## config.mk

```make
export PLATFORM = sky130hd
export DESIGN_NAME = rancnet_vote_classifier
export DESIGN_NICKNAME = d
export VERILOG_FILES = /design/src/rtl/rancnet_vote_classifier.sv
export SDC_FILE = /design/constraint.sdc
export NUM_CORES = 1
export LEC_CHECK = 0
export BUFFER_PORTS_ARGS = -buffer_cell sky130_fd_sc_hd__buf_2
export CAP_MARGIN = 20
export CORE_MARGIN = 2
export CORE_UTILIZATION = 55
export DETAILED_ROUTE_END_ITERATION = 16
export GPL_TIMING_DRIVEN = 0
export PLACE_DENSITY_LB_ADDON = 0.2
export REMOVE_ABC_BUFFERS = 1
export SLEW_MARGIN = 30
export SYNTH_ARGS = -nofsm -noshare
export SYNTH_HDL_FRONTEND = slang
export SYNTH_SLANG_ARGS = --single-unit
```

## constraint.sdc

```tcl
create_clock -name clk -period 37.7 [get_ports clk]
set_input_delay 0 -clock clk [delete_from_list [all_inputs] [get_ports clk]]
set_output_delay 0 -clock clk [all_outputs]
set_load 0.05 [all_outputs]
```

## src/rtl/rancnet_vote_classifier.sv

```systemverilog
// rancnet_vote_classifier
//   Sink for the RANC grid output spike stream. Votes are accumulated per
//   class (class = spike id mod NUM_CLASSES) together with a per-id spike
//   bitmap. A frame_done pulse in IDLE snapshots and clears the live state,
//   a linear scan resolves the argmax class (ties go to the lowest index),
//   and the result is offered on a valid/ready port.
//   Live collection never stops: a frame_done seen while busy is dropped,
//   flagged in the sticky frame_overrun, and its spikes merge into the next
//   frame.
module rancnet_vote_classifier #(
  parameter int NUM_CLASSES  = 3,
  parameter int PACKET_WIDTH = 8,
  parameter int NUM_OUTPUTS  = 256,
  parameter int COUNT_WIDTH  = 9
) (
  input  logic                           clk,
  input  logic                           rst,
  input  logic [PACKET_WIDTH-1:0]        packet_out,
  input  logic                           packet_out_valid,
  input  logic                           frame_done,
  output logic                           result_valid,
  input  logic                           result_ready,
  output logic [$clog2(NUM_CLASSES)-1:0] result_class,
  output logic [COUNT_WIDTH-1:0]         result_votes,
  output logic                           result_saturated,
  output logic [NUM_OUTPUTS-1:0]         spike_bitmap,
  output logic                           frame_overrun,
  output logic                           busy
);

  localparam int CLS_W = $clog2(NUM_CLASSES);
  localparam logic [PACKET_WIDTH-1:0] NC_PKT   = PACKET_WIDTH'(NUM_CLASSES);
  localparam logic [CLS_W-1:0]        LAST_IDX = CLS_W'(NUM_CLASSES - 1);
  localparam logic [COUNT_WIDTH-1:0]  CNT_MAX  = {COUNT_WIDTH{1'b1}};

  typedef enum logic [1:0] {
    ST_IDLE   = 2'd0,
    ST_SCAN   = 2'd1,
    ST_RESULT = 2'd2
  } state_t;

  // Saturating increment: the counter parks at its maximum value.
  function automatic logic [COUNT_WIDTH-1:0] sat_inc(input logic [COUNT_WIDTH-1:0] v);
    logic [COUNT_WIDTH-1:0] r;
    if (v != CNT_MAX) begin
      r = v + COUNT_WIDTH'(1);
    end else begin
      r = CNT_MAX;
    end
    return r;
  endfunction

  state_t                   state_q, state_d;

  // live frame state
  logic [COUNT_WIDTH-1:0]   cnt_q [NUM_CLASSES];
  logic [COUNT_WIDTH-1:0]   cnt_d [NUM_CLASSES];
  logic                     live_sat_q, live_sat_d;
  logic [NUM_OUTPUTS-1:0]   live_bitmap_q, live_bitmap_d;

  // snapshot of the completed frame
  logic [COUNT_WIDTH-1:0]   snap_cnt_q [NUM_CLASSES];
  logic [COUNT_WIDTH-1:0]   snap_cnt_d [NUM_CLASSES];
  logic                     snap_sat_q, snap_sat_d;
  logic [NUM_OUTPUTS-1:0]   snap_bitmap_q, snap_bitmap_d;

  // argmax scan
  logic [CLS_W-1:0]         idx_q, idx_d;
  logic [CLS_W-1:0]         best_q, best_d;
  logic [COUNT_WIDTH-1:0]   best_votes_q, best_votes_d;

  // result and status registers
  logic [CLS_W-1:0]         result_class_q, result_class_d;
  logic [COUNT_WIDTH-1:0]   result_votes_q, result_votes_d;
  logic                     result_sat_q, result_sat_d;
  logic                     result_valid_q, result_valid_d;
  logic                     busy_q, busy_d;
  logic                     overrun_q, overrun_d;

  logic                     snap_take_s;
  logic [CLS_W-1:0]         pkt_cls_s;

  assign pkt_cls_s = CLS_W'(packet_out % NC_PKT);

  // FSM next state, scan datapath and result capture.
  always_comb begin
    state_d        = state_q;
    snap_take_s    = 1'b0;
    idx_d          = idx_q;
    best_d         = best_q;
    best_votes_d   = best_votes_q;
    result_class_d = result_class_q;
    result_votes_d = result_votes_q;
    result_sat_d   = result_sat_q;

    case (state_q)
      ST_IDLE: begin
        if (frame_done) begin
          snap_take_s  = 1'b1;
          state_d      = ST_SCAN;
          idx_d        = '0;
          best_d       = '0;
          best_votes_d = '0;
        end else begin
          state_d = ST_IDLE;
        end
      end
      ST_SCAN: begin
        // strict compare keeps the lowest index on ties
        if (snap_cnt_q[idx_q] > best_votes_q) begin
          best_d       = idx_q;
          best_votes_d = snap_cnt_q[idx_q];
        end else begin
          best_d       = best_q;
          best_votes_d = best_votes_q;
        end
        if (idx_q == LAST_IDX) begin
          state_d        = ST_RESULT;
          result_class_d = best_d;
          result_votes_d = best_votes_d;
          result_sat_d   = snap_sat_q;
        end else begin
          idx_d = idx_q + CLS_W'(1);
        end
      end
      ST_RESULT: begin
        if (result_ready) begin
          state_d = ST_IDLE;
        end else begin
          state_d = ST_RESULT;
        end
      end
      default: begin
        state_d = ST_IDLE;
      end
    endcase

    result_valid_d = (state_d == ST_RESULT);
    busy_d         = (state_d != ST_IDLE);
  end

  // Live vote collection; a snapshot clears first so a same-cycle spike lands in the new frame.
  always_comb begin
    for (int c = 0; c < NUM_CLASSES; c++) begin
      if (snap_take_s) begin
        cnt_d[c] = '0;
      end else begin
        cnt_d[c] = cnt_q[c];
      end
    end
    if (snap_take_s) begin
      live_sat_d    = 1'b0;
      live_bitmap_d = '0;
    end else begin
      live_sat_d    = live_sat_q;
      live_bitmap_d = live_bitmap_q;
    end

    if (packet_out_valid) begin
      cnt_d[pkt_cls_s]          = sat_inc(cnt_d[pkt_cls_s]);
      live_bitmap_d[packet_out] = 1'b1;
      if (cnt_d[pkt_cls_s] == CNT_MAX) begin
        live_sat_d = 1'b1;
      end else begin
        live_sat_d = live_sat_d;
      end
    end else begin
      live_sat_d = live_sat_d;
    end
  end

  // Snapshot capture and the sticky overrun flag.
  always_comb begin
    for (int c = 0; c < NUM_CLASSES; c++) begin
      if (snap_take_s) begin
        snap_cnt_d[c] = cnt_q[c];
      end else begin
        snap_cnt_d[c] = snap_cnt_q[c];
      end
    end
    if (snap_take_s) begin
      snap_sat_d    = live_sat_q;
      snap_bitmap_d = live_bitmap_q;
    end else begin
      snap_sat_d    = snap_sat_q;
      snap_bitmap_d = snap_bitmap_q;
    end
    overrun_d = overrun_q | (frame_done & (state_q != ST_IDLE));
  end

  // State and datapath registers; reset aborts any frame in flight.
  always_ff @(posedge clk or posedge rst) begin
    if (rst) begin
      state_q        <= ST_IDLE;
      for (int c = 0; c < NUM_CLASSES; c++) begin
        cnt_q[c]      <= '0;
        snap_cnt_q[c] <= '0;
      end
      live_sat_q     <= 1'b0;
      live_bitmap_q  <= '0;
      snap_sat_q     <= 1'b0;
      snap_bitmap_q  <= '0;
      idx_q          <= '0;
      best_q         <= '0;
      best_votes_q   <= '0;
      result_class_q <= '0;
      result_votes_q <= '0;
      result_sat_q   <= 1'b0;
      result_valid_q <= 1'b0;
      busy_q         <= 1'b0;
      overrun_q      <= 1'b0;
    end else begin
      state_q        <= state_d;
      for (int c = 0; c < NUM_CLASSES; c++) begin
        cnt_q[c]      <= cnt_d[c];
        snap_cnt_q[c] <= snap_cnt_d[c];
      end
      live_sat_q     <= live_sat_d;
      live_bitmap_q  <= live_bitmap_d;
      snap_sat_q     <= snap_sat_d;
      snap_bitmap_q  <= snap_bitmap_d;
      idx_q          <= idx_d;
      best_q         <= best_d;
      best_votes_q   <= best_votes_d;
      result_class_q <= result_class_d;
      result_votes_q <= result_votes_d;
      result_sat_q   <= result_sat_d;
      result_valid_q <= result_valid_d;
      busy_q         <= busy_d;
      overrun_q      <= overrun_d;
    end
  end

  assign result_valid     = result_valid_q;
  assign result_class     = result_class_q;
  assign result_votes     = result_votes_q;
  assign result_saturated = result_sat_q;
  assign spike_bitmap     = snap_bitmap_q;
  assign frame_overrun    = overrun_q;
  assign busy             = busy_q;

endmodule

```

==> impl_metrics.py, run 1 <==
metrics = {
    "run_status": {
        "status": "finished, final reports clean",
    },
    "pwr": {
        "vdd_ir_drop_max_mv": 0.0442,
        "power_density_nw_per_um2": 61.6,
        "switching_share_pct": 33.1,
        "p_switching_mw": 0.580,
        "clkPwrFrac_pct": 34.8,
        "p_seq_share_pct": 41.4,
        "intPower_mw": 1.17,
        "pwr-share-comb_pct": 23.8,
        "p_leak_nw": 15.4,
    },
    "logic_synthesis": {
        "ys_ff_latch": 598,
        "synth_area_um2": 23900,
        "yosysWarnings": 0,
        "synth_cell_types": 74,
        "synthFlopType": "dfrtp_1",
        "synth_edf_count": 0,
        "postSynth.asyncResetShare_pct": 100,
        "syn_area_per_cell_um2": 10.1,
        "synth_cells": 2379,
        "yosysSeqAreaShare_pct": 62.5,
    },
    "cts": {
        "ctsResizeCount": 0,
        "clockBufferDepth": 3,
        "clkSlewWorstSetupHoldPaths_ps": 60,
        "cts_sinks": 598,
        "cts_tree": "yes",
        "htree_levels": 2,
        "cts_buffers": 60,
        "ctsRootBufferMaster": "clkbuf_16",
        "insertion_delay_ps": 620,
        "cts-hold-fix-buffers": 8,
        "postCtsSetupBuffers": 0,
    },
    "critical_path": {
        "worstPathArrival_ps": 6340,
        "worst_setup_path_end_kind": "flop",
        "required_ps": 38220,
        "startpoint_type": "primary input",
        "critical_path.max_fanout": 14,
        "critPathKind": "primary input to flop",
    },
    "timing": {
        "tightestPinTransition_ps": 981,
        "post-route-min-period_ps": 5820,
        "fmax_mhz": 172,
        "finalMaxSlewViolations": 0,
        "setup-violations-final": 0,
        "rsz0062_at_grt": "no",
        "maxSlewHeadroom_pct": 34.4,
        "fin_setup_tns_ps": 0,
        "period_share_pct": 15.5,
        "fin_skew_ps": 25.6,
        "finalHoldViolations": 0,
    },
    "place": {
        "gp_congestion": 0.865,
        "dp.cells": 3134,
        "dp_hpwl_um": 39500,
        "io_buffers": 283,
    },
    "final_layout": {
        "final_common_cell": "nand2_1",
        "mostFrequentLayoutCells": "1013 x nand2_1, 598 x dfrtp_1, 286 x buf_2",
        "instances_no_fill": 3256,
        "areaGrowthSynthToFinish_pct": 18.8,
        "nets": 2645,
        "drive_gt1_share_pct": 18.2,
    },
    "floorplanning": {
        "dieArea_um2": 45200,
        "die_height_um": 213,
        "fp-row-count": 76,
        "io_pins": 284,
        "start_util_pct": 55.7,
        "die_w_um": 213,
        "coreArea_um2": 43000,
    },
    "global_routing": {
        "track_usage_pct": 27.0,
        "grt_pass1_vias": 17700,
        "antenna_found_initial": 3,
        "grt_max_degree": 98,
        "grt-ovfl-total": 0,
        "grt_pass1_wl_um": 95700,
    },
    "drt": {
        "drt-pass1-iter-count": 5,
        "drc": 0,
        "wirelength_um": 60100,
        "via_count": 18000,
        "via_per_inst": 5.52,
        "drt_iter0_drc": 1644,
        "drtAntennaViolNets": 0,
        "wire_per_inst_um": 18.5,
    },
    "hold_path": {
        "hold_path.class": "primary input to flop",
    },
    "flow_run": {
        "cap_violations": 0,
    },
}
==> cell usage after synthesis (4+ instances only) <==
cell type | count | area [um^2]
xor2_1 | 5 | 43.8
clkbuf_1 | 137 | 514
inv_1 | 26 | 97.6
o21ai_0 | 124 | 621
buf_2 | 7 | 35.0
o21ai_1 | 10 | 50.1
mux2i_1 | 34 | 340
mux2_2 | 11 | 124
and2_1 | 7 | 43.8
o31ai_1 | 7 | 52.6
o21a_1 | 10 | 75.1
nor2b_1 | 10 | 62.6
nand2b_1 | 7 | 43.8
ha_1 | 13 | 163
buf_1 | 8 | 30.0
a22o_1 | 179 | 1570
nor3_1 | 16 | 80.1
nor2_1 | 55 | 206
nand2_1 | 1014 | 3810
nand3_1 | 15 | 75.1
nor3b_1 | 4 | 30.0
a21oi_1 | 5 | 25.0
dfrtp_1 | 598 | 15000
==> critical path, stage by stage <==
cell and delay, ps:
dlygate4sd3_1 570, buf_2 280, and3b_1 230, o221ai_1 270
o21ai_0 210, nor2_1 220, inv_1 80, ha_1 260
nor3_1 490, o21ai_0 180, ha_1 280, nor4_2 670
a211oi_2 280, a2bb2oi_4 410, nor3b_1 120, or3_1 410
ha_1 280, o2bb2ai_1 160, a2111oi_0 440, o2111ai_1 250
o31ai_2 230
==> cell type report <==
cell class / instances / area (um^2)
timing repair buffer: 334 / 2230
clock buffer: 92 / 1800
clock inverter: 19 / 246
inverter: 26 / 105
tap: 585 / 732
antenna: 3 / 7.51
fill: 3477 / 14500
sequential: 598 / 15000
multi-input combinational: 1599 / 8350
==> metal layers <==
layer | up-vias | GRT usage (%) | share of wire, %
met5 | - | 0 | 0
met4 | 0 | 8.66 | 2.3
met3 | 91 | 4.59 | 5.7
met2 | 517 | 43.0 | 48
met1 | 9036 | 38.1 | 44
li1 | 8317 | - | -
==> path summary, 6_finish.rpt <==
check	startpoint	endpoint	slack (ps)	depth (start not counted)
hold reg to reg	frame_overrun$_DFF_PP0_	frame_overrun$_DFF_PP0_	460	1
min in group asynchronous	rst	result_votes[2]$_DFFE_PP0P_	580	4
setup / recovery	packet_out[3]	live_sat_q$_DFF_PP0_	31880	21
hold / removal	packet_out[4]	live_bitmap_q[11]$_DFF_PP0_	80	3
max in group asynchronous	rst	spike_bitmap[135]$_DFFE_PP0P_	35650	7
setup reg to reg	idx_q[1]$_DFFE_PP0P_	best_votes_q[4]$_DFFE_PP0P_	32770	15
==> cell families (layout without fill, tap and decap cells) <==
group	after synthesis	after routing	share of synthesized area (%)
fa+ha+maj	13	13	0.680
mux	47	47	2.13
simple gates	1157	1157	19.3
flops	598	598	62.5
xor+xnor	7	7	0.256
buf+inv	182	471	2.97
compound gates	375	375	12.2
other cells	0	3	0
==> sequential cells by signal (all words and copies together), names as in the netlist <==
register,cells
best_q,2
busy,1
frame_overrun,1
best_votes_q,9
snap_sat_q,1
result_votes,9
state_q,2
result_saturated,1
spike_bitmap,256
snap_cnt_q,27
live_sat_q,1
live_bitmap_q,256
cnt_q,27
idx_q,2
result_class,2
result_valid,1
==> stage by stage <==
stage	instance area (um^2)	worst slack, ps	hold WS, ps	power (mW)	util (%)
4_1_cts	28400	31990	41.5	1.76	66.1
2_1_floorplan	23300	20960	146	1.02	-
3_5_place_dp	26300	31900	53.2	1.15	61.2
6_report	28400	31880	77.9	1.75	66.2
3_3_place_gp	25500	15570	285	1.12	59.3
5_1_grt	28400	31450	95.1	1.83	66.2
==> power by group through the flow <==
stage	registers, mW	clock network [mW]	logic (mW)
2_1_floorplan	0.811	0	0.209
3_3_place_gp	0.736	0	0.386
3_5_place_dp	0.736	0	0.416
4_1_cts	0.725	0.621	0.419
5_1_grt	0.731	0.646	0.452
6_report	0.726	0.609	0.417
Power figures use the tool's default switching activity.
==> run 2: changes to the inputs <==
--- a/config.mk
+++ b/config.mk
@@ -8,7 +8,7 @@
 export BUFFER_PORTS_ARGS = -buffer_cell sky130_fd_sc_hd__buf_2
 export CAP_MARGIN = 20
 export CORE_MARGIN = 2
-export CORE_UTILIZATION = 55
+export CORE_UTILIZATION = 52
 export DETAILED_ROUTE_END_ITERATION = 16
 export GPL_TIMING_DRIVEN = 0
 export PLACE_DENSITY_LB_ADDON = 0.2
==> constraint.sdc (replaced) <==
create_clock -name clk -period 5.25 [get_ports clk]
set_input_delay 0 -clock clk [delete_from_list [all_inputs] [get_ports clk]]
set_output_delay 0 -clock clk [all_outputs]
set_load 0.05 [all_outputs]
==> run 2 against run 1 <==
Against the previous run: via count shrank 0.36%; count of clock-buffer cells in the layout shrank 3; clock power grew to 7.2 times the previous value; sequential share of layout area shrank 0.15 points; flip-flop and latch count is the same; sequential power grew to 7.2 times the previous value; wire length grew 1.3%; register-to-register slack lost 32000 ps; critical endpoint unchanged; largest cell class unchanged.
==> impl_metrics.py, run 2 (synthesis gave the netlist of run 1 again) <==
metrics = {
    "drt": {
        "via_per_inst": 5.47,
        "wirelength_um": 60900,
        "wire_per_inst_um": 18.6,
        "drc": 0,
        "via_count": 17900,
        "drt_iter0_drc": 1426,
        "drt-pass1-iter-count": 7,
        "drtAntennaViolNets": 0,
    },
    "cts": {
        "clkSlewWorstSetupHoldPaths_ps": 60,
        "cts_sinks": 598,
        "postCtsSetupBuffers": 0,
        "clockBufferDepth": 3,
        "insertion_delay_ps": 620,
        "cts_tree": "yes",
        "ctsRootBufferMaster": "clkbuf_16",
        "cts_buffers": 60,
        "htree_levels": 2,
    },
    "place": {
        "gp_congestion": 0.861,
        "dpl_cell_area_um2": 26300,
        "dp.cells": 3149,
        "io_buffers": 283,
        "dp_hpwl_um": 40400,
        "dpl_worst_slack_ps": -528,
    },
    "floorplanning": {
        "die_w_um": 219,
        "start_util_pct": 52.7,
        "fp-row-count": 78,
        "io_pins": 284,
        "coreArea_um2": 45400,
        "die_height_um": 219,
        "dieArea_um2": 47800,
    },
    "timing": {
        "fin_skew_ps": 18.2,
        "finalMaxSlewViolations": 0,
        "setup-violations-final": 0,
        "finalHoldViolations": 0,
        "maxSlewHeadroom_pct": 38.0,
        "fin_setup_tns_ps": 0,
        "rsz0062_at_grt": "no",
        "setup_ws_ps": 308,
        "holdWs_ps": 53.2,
        "period_share_pct": 94.1,
        "post-route-min-period_ps": 4940,
        "tightestPinTransition_ps": 927,
        "fmax_mhz": 202,
    },
    "final_layout": {
        "nets": 2646,
        "mostFrequentLayoutCells": "1013 x nand2_1, 598 x dfrtp_1, 287 x buf_2",
        "drive_gt1_share_pct": 18.2,
        "final_common_cell": "nand2_1",
        "design_area_um2": 28500,
        "areaGrowthSynthToFinish_pct": 19.2,
        "utilization_pct": 62.9,
        "instances_no_fill": 3273,
    },
    "hold_path": {
        "holdCritStartpoint": "packet_out[1]",
        "hold_path.class": "primary input to flop",
        "worst_hold_path.endpoint": "live_bitmap_q[236]$_DFF_PP0_",
        "min_path_cells": 4,
    },
    "flow_run": {
        "cap_violations": 0,
    },
    "critical_path": {
        "critical_path.max_fanout": 19,
        "r2r-start": "idx_q[1]$_DFFE_PP0P_",
        "rr_endpoint": "best_votes_q[2]$_DFFE_PP0P_",
        "reg2reg_depth": 15,
        "required_ps": 5760,
        "startpoint_type": "primary input",
        "worst_setup_path_end_kind": "flop",
        "ff2ff_setup_slack_ps": 630,
        "worstPathArrival_ps": 5450,
        "critPathKind": "primary input to flop",
    },
    "global_routing": {
        "track_usage_pct": 25.8,
        "grt_pass1_vias": 17700,
        "grt-ovfl-total": 0,
        "antenna_found_initial": 3,
        "grt_max_degree": 94,
        "grt_pass1_wl_um": 97100,
    },
    "run_status": {
        "status": "finished, final reports clean",
    },
    "pwr": {
        "p_leak_nw": 15.4,
        "power_mw": 12.6,
        "power_density_nw_per_um2": 443,
        "vdd_ir_drop_max_mv": 0.294,
    },
}
## run 2: cell types whose count changed in the layout (fill, tap and decap cells not counted), sizes merged
| cell | delta |
|---|---|
| dlygate4sd3 | +1 |
| clkinv | +3 |
| clkbuf | -3 |
| bufinv | +1 |
## run 2: metal layers
layer	part of all wire [%]	wire (um)	GRT usage (%)
met3	5.1	3120	3.74
met5	0	0	0
met4	3.1	1890	9.55
met2	47	28700	39.9
met1	45	27200	37.2
## run 2: timing repair
| action | in CTS | in global routing |
|---|---|---|
| resized for setup | 0 | 4 |
| hold endpoints to repair | 106 | 0 |
| hold buffers | 9 | 0 |
| setup endpoints to repair | 0 | 22 |
## run 2: how the worst max path moves through the flow
| stage | start | to | slack (ps) | cells after the start |
|---|---|---|---|---|
| CTS | packet_out[4] | live_sat_q$_DFF_PP0_ | 90 | 20 |
| global placement | rst | spike_bitmap[165]$_DFFE_PP0P_ | -16980 | 2 |
| detailed placement | packet_out[4] | live_sat_q$_DFF_PP0_ | -530 | 20 |
| global route | packet_out[5] | live_sat_q$_DFF_PP0_ | 20 | 21 |
| finish | packet_out[4] | live_sat_q$_DFF_PP0_ | 310 | 21 |
| floorplan | rst | best_q[0]$_DFFE_PP0P_ | -11490 | 1 |
## run 2: final cells by class
type,count,area (um^2)
Fill cell,3756,16900
Sequential cell,598,15000
Multi-Input combinational cell,1599,8370
Timing Repair Buffer,335,2260
Clock buffer,89,1760
Tap cell,600,751
Clock inverter,23,299
Inverter,26,105
Antenna cell,3,7.51
## run 2: critical path, stage by stage
cell and delay (ps):
buf_2 330, nand2b_1 270, a221o_1 410, o21ai_1 280
nor2_1 120, inv_1 90, ha_1 290, nor3_2 120
o211ai_1 130, o21ai_0 130, ha_1 290, nor4_4 490
a211oi_2 210, a2bb2oi_4 360, nor3b_1 110, or3_1 420
ha_1 290, o2bb2ai_1 160, a2111oi_1 430, o2111ai_1 250
o31ai_2 260
## run 2: where the power goes
| part | switching, mW | internal (mW) | total (mW) |
|---|---|---|---|
| Clock | 1.79 | 2.62 | 4.41 |
| Combinational | 2.14 | 0.858 | 3.00 |
| Sequential | 0.260 | 4.95 | 5.21 |
